==> config.mk <==
export PLATFORM = sky130hd
export DESIGN_NAME = fft_bitrev_reorder_flat
export DESIGN_NICKNAME = d
export VERILOG_FILES = /design/src/rtl/fft_pkg.sv /design/src/rtl/fft_bitrev_reorder_if.sv /design/src/rtl/fft_pingpong_ram.sv /design/src/rtl/fft_bitrev_reorder.sv /design/src/flat_wrapper.sv
export SDC_FILE = /design/constraint.sdc
export NUM_CORES = 1
export LEC_CHECK = 0
export BUFFER_PORTS_ARGS = -buffer_cell sky130_fd_sc_hd__buf_2
export CAP_MARGIN = 20
export CORE_MARGIN = 2
export CORE_UTILIZATION = 45
export CTS_BUF_LIST = sky130_fd_sc_hd__clkbuf_16
export DETAILED_ROUTE_END_ITERATION = 8
export GPL_ROUTABILITY_DRIVEN = 0
export PLACE_DENSITY = 0.64
export SYNTH_ARGS = -nofsm -noshare
export SYNTH_HDL_FRONTEND = slang
export SYNTH_SLANG_ARGS = --single-unit
==> constraint.sdc <==
create_clock -name clk -period 4.3 [get_ports clk]
set_clock_uncertainty 0.1 [all_clocks]
set_input_delay 0.86 -clock clk [delete_from_list [all_inputs] [get_ports clk]]
set_output_delay 0.86 -clock clk [all_outputs]
set_load 0.1 [all_outputs]
==> src/rtl/fft_pkg.sv <==
// Shared FFT definitions: default frame size, sample type and the bit-reversal
// helper used by both the index generator and the reorder buffer.
package fft_pkg;

    localparam int FFT_N    = 3;
    localparam int FFT_DW   = 32;
    localparam int FFT_MAXN = 16;

    typedef logic [FFT_DW-1:0] fft_sample_t;

    // Reverses the low n bits of idx; bits at and above n come back as zero.
    function automatic logic [FFT_MAXN-1:0] rev_bits(input logic [FFT_MAXN-1:0] idx,
                                                     input int n);
        logic [FFT_MAXN-1:0] r;
        r = '0;
        for (int i = 0; i < FFT_MAXN; i++) begin
            if (i < n) begin
                r = {r[FFT_MAXN-2:0], idx[i]};
            end
        end
        return r;
    endfunction

endpackage

==> src/rtl/fft_bitrev_reorder_if.sv <==
// Stream bundle around the reorder buffer: bit-reversed input side, natural-order
// output side and the resync error pulse.
interface fft_bitrev_reorder_if #(
    parameter int DW = 32
);
    logic          in_valid;
    logic          in_ready;
    logic          in_first;
    logic [DW-1:0] in_data;
    logic          out_valid;
    logic          out_ready;
    logic [DW-1:0] out_data;
    logic          out_last;
    logic          sync_err;

    modport slave (
        input  in_valid, in_first, in_data, out_ready,
        output in_ready, out_valid, out_data, out_last, sync_err
    );

    modport master (
        output in_valid, in_first, in_data, out_ready,
        input  in_ready, out_valid, out_data, out_last, sync_err
    );
endinterface

==> src/rtl/fft_pingpong_ram.sv <==
// Two-bank frame store: one synchronous write port, one asynchronous read port.
// Contents are deliberately not reset; the full flags decide what is valid.
module fft_pingpong_ram #(
    parameter int N  = 3,
    parameter int DW = 32
) (
    input  logic          clk,
    input  logic          we_i,
    input  logic          wbank_i,
    input  logic [N-1:0]  waddr_i,
    input  logic [DW-1:0] wdata_i,
    input  logic          rbank_i,
    input  logic [N-1:0]  raddr_i,
    output logic [DW-1:0] rdata_o
);

    logic [DW-1:0] mem [2][2**N];

    always_ff @(posedge clk) begin
        if (we_i) begin
            mem[wbank_i][waddr_i] <= wdata_i;
        end
    end

    assign rdata_o = mem[rbank_i][raddr_i];

endmodule

==> src/rtl/fft_bitrev_reorder.sv <==
// Reorder buffer behind the SDF FFT: scatters each bit-reversed frame into one bank
// of a ping-pong RAM and streams the other bank out in natural order.
module fft_bitrev_reorder
    import fft_pkg::*;
#(
    parameter int N  = FFT_N,
    parameter int DW = FFT_DW
) (
    input logic                 clk,
    input logic                 rst_n,
    fft_bitrev_reorder_if.slave bus
);

    localparam logic [N-1:0] LAST_IDX = '1;

    logic          wbank_q, wbank_d;
    logic          rbank_q, rbank_d;
    logic [N-1:0]  wcnt_q, wcnt_d;
    logic [N-1:0]  rcnt_q, rcnt_d;
    logic [1:0]    full_q, full_d;
    logic          out_valid_q, out_valid_d;
    logic          out_last_q, out_last_d;
    logic [DW-1:0] out_data_q, out_data_d;
    logic          sync_err_q, sync_err_d;

    logic          wr_en;
    logic          load;
    logic [N-1:0]  wcnt_eff;
    logic [N-1:0]  wr_addr;
    logic [DW-1:0] rd_data;

    // in_ready depends on registers only, so no combinational path from out_ready.
    assign bus.in_ready  = !full_q[wbank_q];
    assign bus.out_valid = out_valid_q;
    assign bus.out_last  = out_last_q;
    assign bus.out_data  = out_data_q;
    assign bus.sync_err  = sync_err_q;

    assign wr_en    = bus.in_valid && !full_q[wbank_q];
    assign wcnt_eff = bus.in_first ? '0 : wcnt_q;
    assign wr_addr  = N'(rev_bits(FFT_MAXN'(wcnt_eff), N));
    assign load     = (!out_valid_q || bus.out_ready) && full_q[rbank_q];

    fft_pingpong_ram #(
        .N  (N),
        .DW (DW)
    ) u_ram (
        .clk     (clk),
        .we_i    (wr_en),
        .wbank_i (wbank_q),
        .waddr_i (wr_addr),
        .wdata_i (bus.in_data),
        .rbank_i (rbank_q),
        .raddr_i (rcnt_q),
        .rdata_o (rd_data)
    );

    // A write only ever sets a non-full bank and a read only clears a full one,
    // so the two full-flag updates below never collide on the same bit.
    always_comb begin
        wbank_d     = wbank_q;
        rbank_d     = rbank_q;
        wcnt_d      = wcnt_q;
        rcnt_d      = rcnt_q;
        full_d      = full_q;
        out_valid_d = out_valid_q;
        out_last_d  = out_last_q;
        out_data_d  = out_data_q;
        sync_err_d  = 1'b0;

        if (wr_en) begin
            wcnt_d     = wcnt_eff + 1'b1;
            sync_err_d = bus.in_first && (wcnt_q != '0);
            if (wcnt_eff == LAST_IDX) begin
                full_d[wbank_q] = 1'b1;
                wbank_d         = !wbank_q;
            end
        end

        if (load) begin
            out_data_d  = rd_data;
            out_valid_d = 1'b1;
            out_last_d  = (rcnt_q == LAST_IDX);
            rcnt_d      = rcnt_q + 1'b1;
            if (rcnt_q == LAST_IDX) begin
                full_d[rbank_q] = 1'b0;
                rbank_d         = !rbank_q;
            end
        end else if (out_valid_q && bus.out_ready) begin
            out_valid_d = 1'b0;
            out_last_d  = 1'b0;
        end
    end

    always_ff @(posedge clk or negedge rst_n) begin
        if (!rst_n) begin
            wbank_q     <= 1'b0;
            rbank_q     <= 1'b0;
            wcnt_q      <= '0;
            rcnt_q      <= '0;
            full_q      <= '0;
            out_valid_q <= 1'b0;
            out_last_q  <= 1'b0;
            out_data_q  <= '0;
            sync_err_q  <= 1'b0;
        end else begin
            wbank_q     <= wbank_d;
            rbank_q     <= rbank_d;
            wcnt_q      <= wcnt_d;
            rcnt_q      <= rcnt_d;
            full_q      <= full_d;
            out_valid_q <= out_valid_d;
            out_last_q  <= out_last_d;
            out_data_q  <= out_data_d;
            sync_err_q  <= sync_err_d;
        end
    end

endmodule

==> src/flat_wrapper.sv <==
// flat-port wrapper written by rule: the top's interface ports become plain ports
module fft_bitrev_reorder_flat import fft_pkg::*;
#(
    parameter int N  = FFT_N,
    parameter int DW = FFT_DW
)
  (clk, rst_n, bus_in_valid, bus_in_first, bus_in_data, bus_out_ready, bus_in_ready, bus_out_valid, bus_out_data, bus_out_last, bus_sync_err);
  fft_bitrev_reorder_if #(.DW(DW)) bus_i ();
  input logic clk;
  input logic rst_n;
  input wire logic [$bits(bus_i.in_valid)-1:0] bus_in_valid;
  input wire logic [$bits(bus_i.in_first)-1:0] bus_in_first;
  input wire logic [$bits(bus_i.in_data)-1:0] bus_in_data;
  input wire logic [$bits(bus_i.out_ready)-1:0] bus_out_ready;
  output wire logic [$bits(bus_i.in_ready)-1:0] bus_in_ready;
  output wire logic [$bits(bus_i.out_valid)-1:0] bus_out_valid;
  output wire logic [$bits(bus_i.out_data)-1:0] bus_out_data;
  output wire logic [$bits(bus_i.out_last)-1:0] bus_out_last;
  output wire logic [$bits(bus_i.sync_err)-1:0] bus_sync_err;
  assign bus_i.in_valid = bus_in_valid;
  assign bus_i.in_first = bus_in_first;
  assign bus_i.in_data = bus_in_data;
  assign bus_i.out_ready = bus_out_ready;
  assign bus_in_ready = bus_i.in_ready;
  assign bus_out_valid = bus_i.out_valid;
  assign bus_out_data = bus_i.out_data;
  assign bus_out_last = bus_i.out_last;
  assign bus_sync_err = bus_i.sync_err;
  fft_bitrev_reorder #(.N(N), .DW(DW)) u_core (.clk(clk), .rst_n(rst_n), .bus(bus_i));
endmodule
## Word level (Yosys, flattened, before mapping)

Memories as Yosys holds them, arrays and structs flattened.
Cells that the tools add are included.

| word-level totals | value |
|---|---|
| bits in registers | 45 |
| RAM bits | 512 |
| bits of input ports | 37 |
| output and inout bits | 36 |
| word-level logic and storage cells | 66 |
| memories kept | 1 |

Memories:

| name | depth | width | read ports | clocked after memory_dff | wr ports | RTL line | RTL |
|---|---|---|---|---|---|---|---|
| u_core.u_ram.mem | 2 | 256 | 1 | 0 | 1 | fft_pingpong_ram.sv:17 | `logic [DW-1:0] mem [2][2**N];` |

| cells by class | value |
|---|---|
| $add $sub $neg | 2 |
| magnitude comparators | 7 |
| equality and inequality tests | 2 |
| muxes and demuxes | 24 |
| bitwise logic cells | 5 |
| reduce and logical (&&, ||, !) cells | 16 |

Operators by type and width:

| operator | count |
|---|---|
| two-way mux 256 bit | 1 |
| binary-select mux 32 bit (select 3 bit) | 1 |
| demux 32 bit (select 3 bit) | 1 |
| two-way mux 32 bit | 3 |
| two-way mux 1 bit | 11 |
| greater-or-equal comparator 4 bit, second input constant | 2 |
| two-way mux 2 bit | 4 |
| NOT 3 -> 4 bit | 2 |
| logical AND 1 bit | 7 |
| adder 3 x 1 -> 3 bit, second input constant | 2 |
| equality test 3 bit, second input constant | 2 |
| logical NOT 1 bit | 4 |
| < comparator 1 x 2 -> 1 bit, second input constant | 2 |
| < comparator 4 x 1 -> 1 bit, second input constant | 1 |
| AND reduction 2 bit | 2 |
| two-way mux 3 bit | 1 |
| nonzero test 3 bit | 1 |
| bitwise AND 2 bit | 1 |
| demux 1 bit (select 1 bit) | 2 |
| greater-or-equal comparator 1 bit, second input constant | 2 |
| NOT 2 bit | 1 |
| OR 2 bit | 1 |
| nonzero test 2 bit | 1 |
| logical OR 1 bit | 1 |

## Logic depth before layout (Yosys ltp)

| logic depth | value |
|---|---|
| word-level depth | 10 |
| depth in mapped cells | 6 |
| gate-level depth less buffers | 6 |

## Hierarchy

Synthesis repeated with hierarchy kept, for this count alone.

| second synthesis, totals | value |
|---|---|
| cells, all modules | 928 |
| area, all modules | 21065.2 sq um |

By module, submodules not included:

| module | instances | cells an instance | area each (sq um) |
|---|---|---|---|
| fft_pingpong_ram | 1 | 811 | 19241.0 |
| fft_bitrev_reorder | 1 | 117 | 1824.2 |

## Worst setup path before layout

OpenSTA, ideal clock, no wires.

| timing path | value |
|---|---|
| path type | input to register |
| from | input bus_in_first |
| to | memory u_core.u_ram.mem[0][0] in the netlist's numbering (enable) |
| library setup time | 0.464 ns |
| data arrival time | 3.744 ns |
| required time | 3.736 ns |
| setup slack | -0.007 ns |
| stages on the path | 5 |
| cells stage by stage | nor2b_1 > ha_1 > ha_1 > nand2_1 > nor3_1 |

| between the ends | value |
|---|---|
| cells in the longest elaborated chain, start to end | 7 |
| elaborated cells on any way between the ends | 8 |
| classes of those cells | 2 x order compare; 4 x mux; 1 x bitwise; 1 x reduce/logical |

Ends and longest elaborated chain:

| what | RTL line | RTL |
|---|---|---|
| from (decl) | flat_wrapper.sv:12 | `input wire logic [$bits(bus_i.in_first)-1:0] bus_in_first;` |
| two-way mux 3 bit (*) | fft_bitrev_reorder.sv:40 | `assign wcnt_eff = bus.in_first ? '0 : wcnt_q;` |
| NOT 3 -> 4 bit (implied by the code) (*) | fft_pingpong_ram.sv:21 | `mem[wbank_i][waddr_i] <= wdata_i;` |
| greater-or-equal comparator 4 bit (implied by the code) or < comparator 4 x 1 -> 1 bit (tied branches) | fft_pingpong_ram.sv:21 |  |
| logical AND 1 bit (implied by the code) | fft_pingpong_ram.sv:21 |  |
| two-way mux 32 bit (implied by the code) | fft_pingpong_ram.sv:21 |  |
| demux 32 bit (select 3 bit) (*) | fft_pingpong_ram.sv:21 |  |
| two-way mux 256 bit (implied by the code) (*) | fft_pingpong_ram.sv:21 |  |
| to (decl) | fft_pingpong_ram.sv:17 |  |

Mark *: on every way between the ends. The rest lies on a longest branch, timed or not.

## Final worst setup path

| timing path | value |
|---|---|
| from | register u_core.wbank_q |
| to | output bus_in_ready |

| between the ends | value |
|---|---|
| cells in the longest elaborated chain, start to end | 3 |

Ends and longest elaborated chain:

| what | RTL line | RTL |
|---|---|---|
| from (decl) | fft_bitrev_reorder.sv:16 | `logic wbank_q, wbank_d;` |
| from (signal assigned) | fft_bitrev_reorder.sv:107 | `wbank_q <= wbank_d;` |
| two-way mux 1 bit (implied by the code) (2 in a row) | fft_bitrev_reorder.sv:33 | `assign bus.in_ready = !full_q[wbank_q];` |
| logical NOT 1 bit | fft_bitrev_reorder.sv:33 |  |
| to (decl) | flat_wrapper.sv:15 | `output wire logic [$bits(bus_i.in_ready)-1:0] bus_in_ready;` |

Every way passes these cells. The select of a mux whose other input is x is not followed.

==> qor.txt <==
status: finished, final reports clean
Synth top area share: 0.7248
Mapped Nets: 981
Leak: 7.792 nW
headroom to the max-slew limit: 0.3090
Critical Path Max Stage Delay: 0.56 ns
register area: 16510 um2
row cnt: 79
startpoint types: flip-flop
final hold violations: 0
Synth Area in Compound Gates: 0.03244
vias per inst: 5.807
number of synthesized flops with an enable pin: 512
Post-Synth XOR/XNOR Area: 0.0008258
fmax: 329.8 MHz
die height: 221.1 um
synth top area cells: edfxtp_1 72%, mux4_2 13%, dfrtp_1 5.3%, mux2i_1 1.6%, a221oi_1 1.3%
Root Buffer: clkbuf_16
Max Cap Violations: 0
worst r2r src: u_core.rcnt_q[1]$_DFFE_PN0P_
critical path class: flip-flop to output port
CTS tree: built
PostCTS Resize Cnt: 0
Fin Setup TNS: 0 ns
Setup crit end kind: output port
die span in x: 221.1 um
post-synthesis cell count: 936
Synth Register Bits: 557
CP Cell Sequence: mux2i_1, buf_2
drt total wl: 44.12 mm
Slew @ Worst Pin: 1.036 ns
hold crit path type: input pin to asynchronous set/reset pin
Starting Density: 0.4556
post-synthesis average cell area: 22.66 um2
first-pass GRT wire length: 66.32 mm
Main synth FF type: edfxtp_1
H-tree levels: 2
PwrDens: 667.1 nW/um2
ys async rst share: 0.08079
later-pin clock latency in the skew report: 0.59 ns
Core Region: 46560 um2
Max Buffers Root-to-Sink: 3
multi-input logic area: 4379 um2
FILL cells: 3627
Adder-Cell Fraction of Synth Area: 0.004719
clock slew at reported path FFs: 0.06 ns
synthesized area: 21210 um2
CTS sink count: 557
Top delay family on crit path: flip-flops
Area growth, synth to finish: 13.28%
Tcrit/Tclk final: 0.7052
Nets: 1080
proportion of synthesized area in mux cells: 0.1554
largest net degree at the start of global routing: 43
Worst Path Arrival: 2.07 ns
simple logic cell fraction of the synthesized area: 0.01062
unique cell type count in the Yosys netlist: 36
CP startpoint: u_core.wbank_q$_DFFE_PN0P_
Routed WL per cell: 26.14 um
total congestion overflow: 0
Ant. Diodes: 0
routed vias: 9802
Critical path buffers and inverters: 1
Slew Limit Fails: 0
Antenna Violating Nets Remaining: 0
number of antenna violations at the first check in global routing: 1
DRC Markers: 0
synth warn: 0
crit-path max FO: 9
fin util: 0.5161
Pre-antenna DRT Iters: 4
DP Wirelength: 24.20 mm
total CTS buffers: 55
most frequent cell after synthesis: edfxtp_1
Peak VDD IR: 0.4495 mV
GRT Total Usage: 0.1826
IO Count: 73
setup repair bufs after CTS: 0
min Tclk post-route: 3.032 ns
CTS Hold Buffers Added: 0
sequential area share after synthesis: 0.7779
slowest library cell on the worst path: dfrtp_1
Synth top cells by count: 512 x edfxtp_1, 125 x mux4_2, 45 x dfrtp_1
RSZ-0062 raised after global routing: no
vias in the first global route: 10420
CP Data Required Time: 3.34 ns
area leader, netlist: edfxtp_1
final setup fails: 0
Die ar.: 48890 um2
largest family of logic cells by synthesized area: multiplexers
share of cells above drive strength 1: 0.3062
Hold Slack: 0.2909 ns
DRT iter0 DRCs: 940
Buffers on Ports: 72
==> placed cells by master (no fill, tap or decap), types with 3 or more instances in the layout <==
cell	netlist	layout
nor2b_1	3	3
clkinv_4	0	3
bufinv_16	0	6
ha_1	8	8
nand2_1	5	5
and2_2	0	12
clkbuf_16	0	57
mux4_1	3	3
o22ai_1	32	32
edfxtp_1	512	512
buf_2	19	72
mux2i_1	33	33
dfrtp_1	45	42
buf_4	3	24
a21oi_1	32	32
clkinv_2	0	9
a221oi_1	31	31
nor2_1	7	5
clkinv_1	0	14
mux2_2	5	5
inv_1	3	15
mux4_2	125	125
==> per-layer routing <==
layer,vias up,wire [um],track usage,part of all wire
met4,2,1138,0.06322,0.026
met1,5240,18510,0.2478,0.42
met3,83,2198,0.02868,0.050
li1,4184,-,-,-
met5,-,10,0,0.00023
met2,293,22260,0.3036,0.50
==> flip-flops by register name, indices dropped and copies added, names as in the netlist <==
register / cells
u_core.rcnt_q: 3
u_core.bus.out_last: 1
u_core.wcnt_q: 3
u_core.bus.out_valid: 1
u_core.wbank_q: 1
u_core.bus.out_data: 32
u_core.u_ram.mem: 512
u_core.bus.sync_err: 1
u_core.full_q: 2
u_core.rbank_q: 1
==> power breakdown <==
group	switching [W]	internal, W
combinational	0.00287	0.00165
clock	0.00198	0.00275
sequential	0.000427	0.00636
total	0.00527	0.0108
==> cell families after synthesis <==
group	count (synthesis)
simple gates	41
buf+inv	59
flops	557
compound gates	102
xor+xnor	2
mux	167
fa+ha+maj	8
==> metrics by stage <==
stage	instance area [um2]	setup slack (ns)	cells	total power, W
after floorplan	21220	0.1141	936	0.01040
after CTS	24010	1.246	1687	0.01618
after global placement	22220	1.366	1584	0.01140
after global routing	24030	1.187	1688	0.01665
final	24030	1.268	1688	0.01603
after detailed placement	22220	1.292	1584	0.01145
==> path summary, 6_finish.rpt <==
path	slack, ns	to	depth (start not counted)
worst max-delay path	1.27	bus_in_ready	2
worst min-delay path	0.29	u_core.bus.out_data[3]$_DFFE_PN0P_	1
worst max register to register	1.65	u_core.bus.out_data[31]$_DFFE_PN0P_	4
worst min register to register	0.44	u_core.wcnt_q[2]$_DFFE_PN0N_	1
max in group asynchronous	2.96	u_core.bus.out_data[2]$_DFFE_PN0P_	2
min in group clk	0.44	u_core.wcnt_q[2]$_DFFE_PN0N_	1
==> area by class of cell <==
class	instances	area share
Clock inverter	46	0.01510
Tap cell	607	0.03161
Clock buffer	57	0.05936
Multi-Input combinational cell	320	0.1822
Timing Repair Buffer	98	0.02416
Inverter	3	0.0004686
Sequential cell	557	0.6871
Power figures use the tool's default switching activity.
